==> src/rtl/systolic_pkg.sv <==
// Shared constants for the systolic array sequencer: state encoding and default geometry.
package systolic_pkg;

  localparam int DEFAULT_ARRAY_DIM  = 4;
  localparam int DEFAULT_DATA_WIDTH = 4;
  localparam int DEFAULT_K_WIDTH    = 8;
  localparam int DRAIN_CYCLES       = 2 * DEFAULT_ARRAY_DIM;

  typedef enum logic [2:0] {
    IDLE  = 3'd0,
    CLEAR = 3'd1,
    FEED  = 3'd2,
    DRAIN = 3'd3,
    DONE  = 3'd4
  } seq_state_t;

  // Cycles for the last operand pair to cross an n x n grid.
  function automatic int drain_cycles(input int n);
    return 2 * n;
  endfunction

endpackage

==> src/rtl/systolic_seq_ctrl_skew_line.sv <==
// skew_line: zero-filled shift register of DEPTH stages; invalid input slots enter as zero.
module skew_line #(
  parameter int DEPTH      = 1,
  parameter int DATA_WIDTH = 4
) (
  input  logic                  clk,
  input  logic                  reset,
  input  logic                  in_valid,
  input  logic [DATA_WIDTH-1:0] in_data,
  output logic [DATA_WIDTH-1:0] out_data
);

  logic [DATA_WIDTH-1:0] stage_reg [DEPTH];

  always_ff @(posedge clk) begin
    if (reset) begin
      stage_reg[0] <= '0;
    end else begin
      stage_reg[0] <= in_valid ? in_data : '0;
    end
  end

  genvar gi;
  generate
    for (gi = 1; gi < DEPTH; gi++) begin : g_stage
      always_ff @(posedge clk) begin
        if (reset) begin
          stage_reg[gi] <= '0;
        end else begin
          stage_reg[gi] <= stage_reg[gi-1];
        end
      end
    end
  endgenerate

  assign out_data = stage_reg[DEPTH-1];

endmodule

==> src/rtl/systolic_seq_ctrl.sv <==
// Sequencer for an NxN output-stationary MAC array: clear, feed K skewed operands, drain, done.
// Optional build macro SYSTOLIC_SEQ_CTRL_PERF_EN adds the perf_cycles busy-cycle counter.
module systolic_seq_ctrl
  import systolic_pkg::*;
#(
  parameter int ARRAY_DIM  = DEFAULT_ARRAY_DIM,
  parameter int DATA_WIDTH = DEFAULT_DATA_WIDTH,
  parameter int K_WIDTH    = DEFAULT_K_WIDTH
) (
  input  logic                            clk,
  input  logic                            reset,
  input  logic                            start,
  input  logic [K_WIDTH-1:0]              k_len,
  output logic                            busy,
  output logic                            done,
  output logic                            a_rd_en,
  output logic [K_WIDTH-1:0]              a_rd_addr,
  input  logic [ARRAY_DIM*DATA_WIDTH-1:0] a_rd_data,
  output logic                            b_rd_en,
  output logic [K_WIDTH-1:0]              b_rd_addr,
  input  logic [ARRAY_DIM*DATA_WIDTH-1:0] b_rd_data,
  output logic                            array_clear,
`ifdef SYSTOLIC_SEQ_CTRL_PERF_EN
  output logic [K_WIDTH+7:0]              perf_cycles,
`endif
  output logic [ARRAY_DIM*DATA_WIDTH-1:0] left_edge,
  output logic [ARRAY_DIM*DATA_WIDTH-1:0] top_edge
);

  localparam int DRAIN_LEN = drain_cycles(ARRAY_DIM);
  localparam int DRAIN_W   = $clog2(DRAIN_LEN + 1);

  seq_state_t           state_reg;
  logic [K_WIDTH-1:0]   k_len_reg;
  logic [K_WIDTH-1:0]   rd_addr_reg;
  logic                 rd_en_reg;
  logic [DRAIN_W-1:0]   drain_cnt_reg;
  logic                 busy_reg;
  logic                 done_reg;
  logic                 clear_reg;
  logic                 a_valid_reg;
  logic                 b_valid_reg;

  // All outputs are registered so the PE grid sees clean, glitch-free controls.
  always_ff @(posedge clk) begin
    if (reset) begin
      state_reg     <= IDLE;
      k_len_reg     <= '0;
      rd_addr_reg   <= '0;
      rd_en_reg     <= 1'b0;
      drain_cnt_reg <= '0;
      busy_reg      <= 1'b0;
      done_reg      <= 1'b0;
      clear_reg     <= 1'b0;
    end else begin
      case (state_reg)
        IDLE: begin
          if (start) begin
            k_len_reg <= k_len;
            busy_reg  <= 1'b1;
            clear_reg <= 1'b1;
            state_reg <= CLEAR;
          end
        end
        CLEAR: begin
          clear_reg <= 1'b0;
          if (k_len_reg == '0) begin
            drain_cnt_reg <= DRAIN_W'(DRAIN_LEN - 1);
            state_reg     <= DRAIN;
          end else begin
            rd_en_reg   <= 1'b1;
            rd_addr_reg <= '0;
            state_reg   <= FEED;
          end
        end
        FEED: begin
          if (rd_addr_reg == k_len_reg - K_WIDTH'(1)) begin
            rd_en_reg     <= 1'b0;
            rd_addr_reg   <= '0;
            drain_cnt_reg <= DRAIN_W'(DRAIN_LEN - 1);
            state_reg     <= DRAIN;
          end else begin
            rd_addr_reg <= rd_addr_reg + K_WIDTH'(1);
          end
        end
        DRAIN: begin
          if (drain_cnt_reg == '0) begin
            done_reg  <= 1'b1;
            state_reg <= DONE;
          end else begin
            drain_cnt_reg <= drain_cnt_reg - DRAIN_W'(1);
          end
        end
        DONE: begin
          done_reg  <= 1'b0;
          busy_reg  <= 1'b0;
          state_reg <= IDLE;
        end
        default: begin
          rd_en_reg <= 1'b0;
          busy_reg  <= 1'b0;
          done_reg  <= 1'b0;
          clear_reg <= 1'b0;
          state_reg <= IDLE;
        end
      endcase
    end
  end

  // Buffer read data arrives one cycle after the enable; this marks it valid.
  always_ff @(posedge clk) begin
    if (reset) begin
      a_valid_reg <= 1'b0;
      b_valid_reg <= 1'b0;
    end else begin
      a_valid_reg <= rd_en_reg;
      b_valid_reg <= rd_en_reg;
    end
  end

  assign busy        = busy_reg;
  assign done        = done_reg;
  assign array_clear = clear_reg;
  assign a_rd_en     = rd_en_reg;
  assign b_rd_en     = rd_en_reg;
  assign a_rd_addr   = rd_addr_reg;
  assign b_rd_addr   = rd_addr_reg;

  genvar gi;
  generate
    for (gi = 0; gi < ARRAY_DIM; gi++) begin : g_skew
      skew_line #(
        .DEPTH      (gi + 1),
        .DATA_WIDTH (DATA_WIDTH)
      ) u_left (
        .clk      (clk),
        .reset    (reset),
        .in_valid (a_valid_reg),
        .in_data  (a_rd_data[gi*DATA_WIDTH +: DATA_WIDTH]),
        .out_data (left_edge[gi*DATA_WIDTH +: DATA_WIDTH])
      );

      skew_line #(
        .DEPTH      (gi + 1),
        .DATA_WIDTH (DATA_WIDTH)
      ) u_top (
        .clk      (clk),
        .reset    (reset),
        .in_valid (b_valid_reg),
        .in_data  (b_rd_data[gi*DATA_WIDTH +: DATA_WIDTH]),
        .out_data (top_edge[gi*DATA_WIDTH +: DATA_WIDTH])
      );
    end
  endgenerate

`ifdef SYSTOLIC_SEQ_CTRL_PERF_EN
  logic [K_WIDTH+7:0] perf_reg;

  // Counts busy cycles of the latest pass; saturates rather than wrapping.
  always_ff @(posedge clk) begin
    if (reset) begin
      perf_reg <= '0;
    end else if (state_reg == IDLE && start) begin
      perf_reg <= '0;
    end else if (busy_reg && perf_reg != '1) begin
      perf_reg <= perf_reg + 1'b1;
    end
  end

  assign perf_cycles = perf_reg;
`endif

endmodule

==> config.mk <==
export PLATFORM = sky130hd
export DESIGN_NAME = systolic_seq_ctrl
export DESIGN_NICKNAME = d
export VERILOG_FILES = /design/src/rtl/systolic_pkg.sv /design/src/rtl/systolic_seq_ctrl_skew_line.sv /design/src/rtl/systolic_seq_ctrl.sv
export SDC_FILE = /design/constraint.sdc
export NUM_CORES = 1
export LEC_CHECK = 0
export CAP_MARGIN = 5
export CORE_MARGIN = 3
export CORE_UTILIZATION = 50
export CTS_CLUSTER_DIAMETER = 150
export DETAILED_ROUTE_END_ITERATION = 16
export GPL_ROUTABILITY_DRIVEN = 1
export GPL_TIMING_DRIVEN = 0
export PLACE_DENSITY = 0.81
export SYNTH_ARGS = -nofsm -noshare
export SYNTH_HDL_FRONTEND = slang
export SYNTH_SLANG_ARGS = --single-unit
==> constraint.sdc <==
create_clock -name clk -period 5.5 [get_ports clk]
set_input_delay 1.375 -clock clk [delete_from_list [all_inputs] [get_ports clk]]
set_output_delay 1.375 -clock clk [all_outputs]
set_load 0.005 [all_outputs]
==> key figures <==
Run status
  – Status: finished clean

STA
  – Count of final setup violators: 0
  – Final WS setup: roughly 2.6 ns
  – Final hold violation count: 0
  – Relative slew slack: 0.379
  – Setup_tns: 0 ns
  – RSZ-0062 raised after global routing: no
  – Max Freq: 0.342 GHz
  – Slew @ Worst Pin: about 0.92 ns
  – Minimum clock period: between 2 and 3 ns
  – Crit share post-route: 0.531
  – Clock Skew: 0.00851 ns
  – Pins Over Slew Limit: 0

GRT
  – Initial antenna violation count: 0
  – GRT Overall Usage: 0.176
  – Vias in the first global route: around 2,700
  – Largest net degree at the start of global routing: 22
  – Total gr overflow: 0
  – First-pass GRT wire length: around 12,000 um

Clock network
  – Clock Latency Late Sink: around 0.37 ns
  – Root Buffer: clkbuf_8
  – TritonCTS clock tree: yes
  – Number of clock buffers inserted by TritonCTS: 9
  – Hold-fix buffers at CTS: 0
  – H-tree Lvls: 3
  – Bufs on Longest Clock Path: 2
  – Clk slew on worst S/H paths: ~0.11 ns
  – Clock sinks: roughly 110
  – Setup Buffers After CTS: 0
  – Cts repair resizes: 0

Setup path
  – FF-to-FF path depth: 10
  – Nature of the critical path endpoint: output pin
  – Worst path required time: 4.12 ns
  – Critical Path Max Stage Delay: about 0.54 ns
  – Critical-path top delay cell: dfxtp_1
  – CP Cell Sequence: buf_4 -> clkdlybuf4s50_1
  – Critical Path AT: between 1.5 and 2 ns
  – Critical Path Source Type: register
  – Crit Path Max Fanout: 9
  – Crit path kind: register to output pin
  – Flop-to-flop setup slack: ~3.0 ns
  – Reg-to-Reg End: a_rd_addr[2]$_SDFFE_PP0P_
  – Worst r2r src: k_len_reg[0]$_SDFFE_PP0P_

Synthesis
  – Yosys warns: 0
  – Main flop type after synthesis: dfxtp_1
  – Synthesis-stage register bit count: around 110
  – Syn nets: 421
  – Average size of a mapped cell: between 10 and 15 um2
  – Cells after synthesis: 375
  – Sequential fraction of the synthesis area: 0.569
  – EDFF count, synth: 0
  – Yosys cell types: 44
  – Mapped cell area: about 3800 um2
  – Async S/R FF share, synth: 0

Cells and area
  – Filler cells: 569
  – Layout cells sized above 1: 0.0761
  – Commonest non-fill, non-tap cells in the layout: dfxtp_1, clkdlybuf4s50_1, nor2b_1, and2_1, nand2_1
  – Synthesis-to-layout area growth: 34.2%
  – ANT cells: 0
  – Final Net Count: 527
  – Commonest non-fill, non-tap cell in the layout: dfxtp_1

Route
  – DRT iter0 DRCs: 152
  – DRC violations left: 0
  – Drt first pass iters: 4
  – Drt via density: ~4.8
  – Vias post-DR: 2,821
  – Final wirelength: around 7400 um
  – Antenna-violating nets left: 0
  – DR WL/cell: 12.6 um

Power and ir drop
  – Pwr per Cell Area: between 300 and 400 nW/um2
  – Leak pwr: approximately 2.0 nW
  – Peak supply drop: roughly 0.23 mV

Placed design
  – I/O Buffers: 95
  – Routability cong.: 0.835
  – Post-Place Worst Slack: 2.35 ns
  – Dpl hpwl: 5530 um

Die
  – Core ar.: about 7300 um2
  – Rows: 31
  – Die Wd: about 93 um
  – Die ar.: 8680 um2
  – Die H: slightly above 90 um
  – Starting Density: 0.518
  – # IOs: 96

Hold path
  – WHS Path Cells: 1
  – Hold path startpoint: g_skew[3].u_top.stage_reg[2][0]$_SDFF_PP0_
  – Worst Hold Class: register to register
  – WHS Endpoint: g_skew[3].u_top.stage_reg[3][0]$_SDFF_PP0_

Run
  – Max Cap Viol: 0
-- Yosys cell counts (all sizes together), types with 2 or more instances --
library cell  count  share of area
dfxtp           108           0.57
xor2              3         0.0069
nor2b            53          0.087
xnor2             6          0.014
and3              4         0.0066
nor3b             3         0.0059
nand2            32          0.032
mux2              2         0.0059
a21oi            17          0.022
ha                3         0.0099
a32o              2         0.0053
nand4             3         0.0049
nor3              8          0.011
nand4b            3         0.0069
nor2             11          0.011
o21ai             4         0.0053
or4               2         0.0049
a22o              2         0.0046
nand3            10          0.013
nand2b            5         0.0082
or3b              3         0.0069
inv              12          0.012
a211oi            2         0.0072
clkbuf           14          0.014
and2             32          0.053
buf              14          0.028
mux2i             4          0.011
-- metrics by stage --
step	instances	power (mW)	instance area, um2	utilization	hold WS, ns
floorplan	375	1.07	3800	-	0.414
global placement	569	1.17	4870	0.665	0.416
detailed placement	569	1.19	4870	0.665	0.422
CTS	585	1.70	5100	0.696	0.447
global route	585	1.77	5100	0.696	0.449
finish	585	1.69	5100	0.696	0.443
-- report_power, final --
group | leakage [nW] | total, mW | internal [mW] | switching (mW)
logic | 0.996 | 0.315 | 0.159 | 0.156
registers | 0.873 | 0.861 | 0.824 | 0.0377
clock network | 0.114 | 0.515 | 0.228 | 0.287
-- metal layers --
layer  track usage  vias to the layer above  wire length, um
met5             0                        -                0
met4        0.0757                        0              181
met3        0.0475                       17              459
met2         0.311                       86             3680
met1         0.200                     1292             3080
li1              -                     1426                -
-- cell type report --
cell class                      instances  area (um2)  area share
Clock inverter                          7         103      0.0201
Timing Repair Buffer                   95         951       0.186
Inverter                               13        48.8     0.00957
Buffer                                 28         158      0.0309
Tap cell                               99         124      0.0243
Multi-Input combinational cell        226        1430       0.281
Clock buffer                            9         124      0.0243
Sequential cell                       108        2160       0.424
-- critical path: cells and delay by family, from the launching register on --
family	cells	cell delay, ns
DFF	1	0.54
buffers and inverters	2	0.65
-- worst max path at each step --
stage	startpoint	endpoint	slack [ns]
floorplan	k_len_reg[0]$_SDFFE_PP0P_	a_rd_addr[0]$_SDFFE_PP0P_	3.28
global placement	reset	g_skew[3].u_top.stage_reg[3][2]$_SDFF_PP0_	2.37
detailed placement	reset	g_skew[3].u_top.stage_reg[2][2]$_SDFF_PP0_	2.35
CTS	a_rd_addr[3]$_SDFFE_PP0P_	b_rd_addr[3]	2.57
global route	a_rd_addr[3]$_SDFFE_PP0P_	b_rd_addr[3]	2.51
finish	a_rd_addr[5]$_SDFFE_PP0P_	b_rd_addr[5]	2.58
-- logic make-up (layout without fill, tap and decap cells) --
logic type | Yosys count | in the layout | synth area share
compound gates | 36 | 36 | 0.0724
xor+xnor | 9 | 9 | 0.0207
fa+ha+maj | 3 | 3 | 0.00988
buf+inv | 41 | 152 | 0.0543
flops | 108 | 108 | 0.569
mux | 6 | 6 | 0.0165
simple gates | 172 | 172 | 0.257
(Power assumes the default switching activity.)
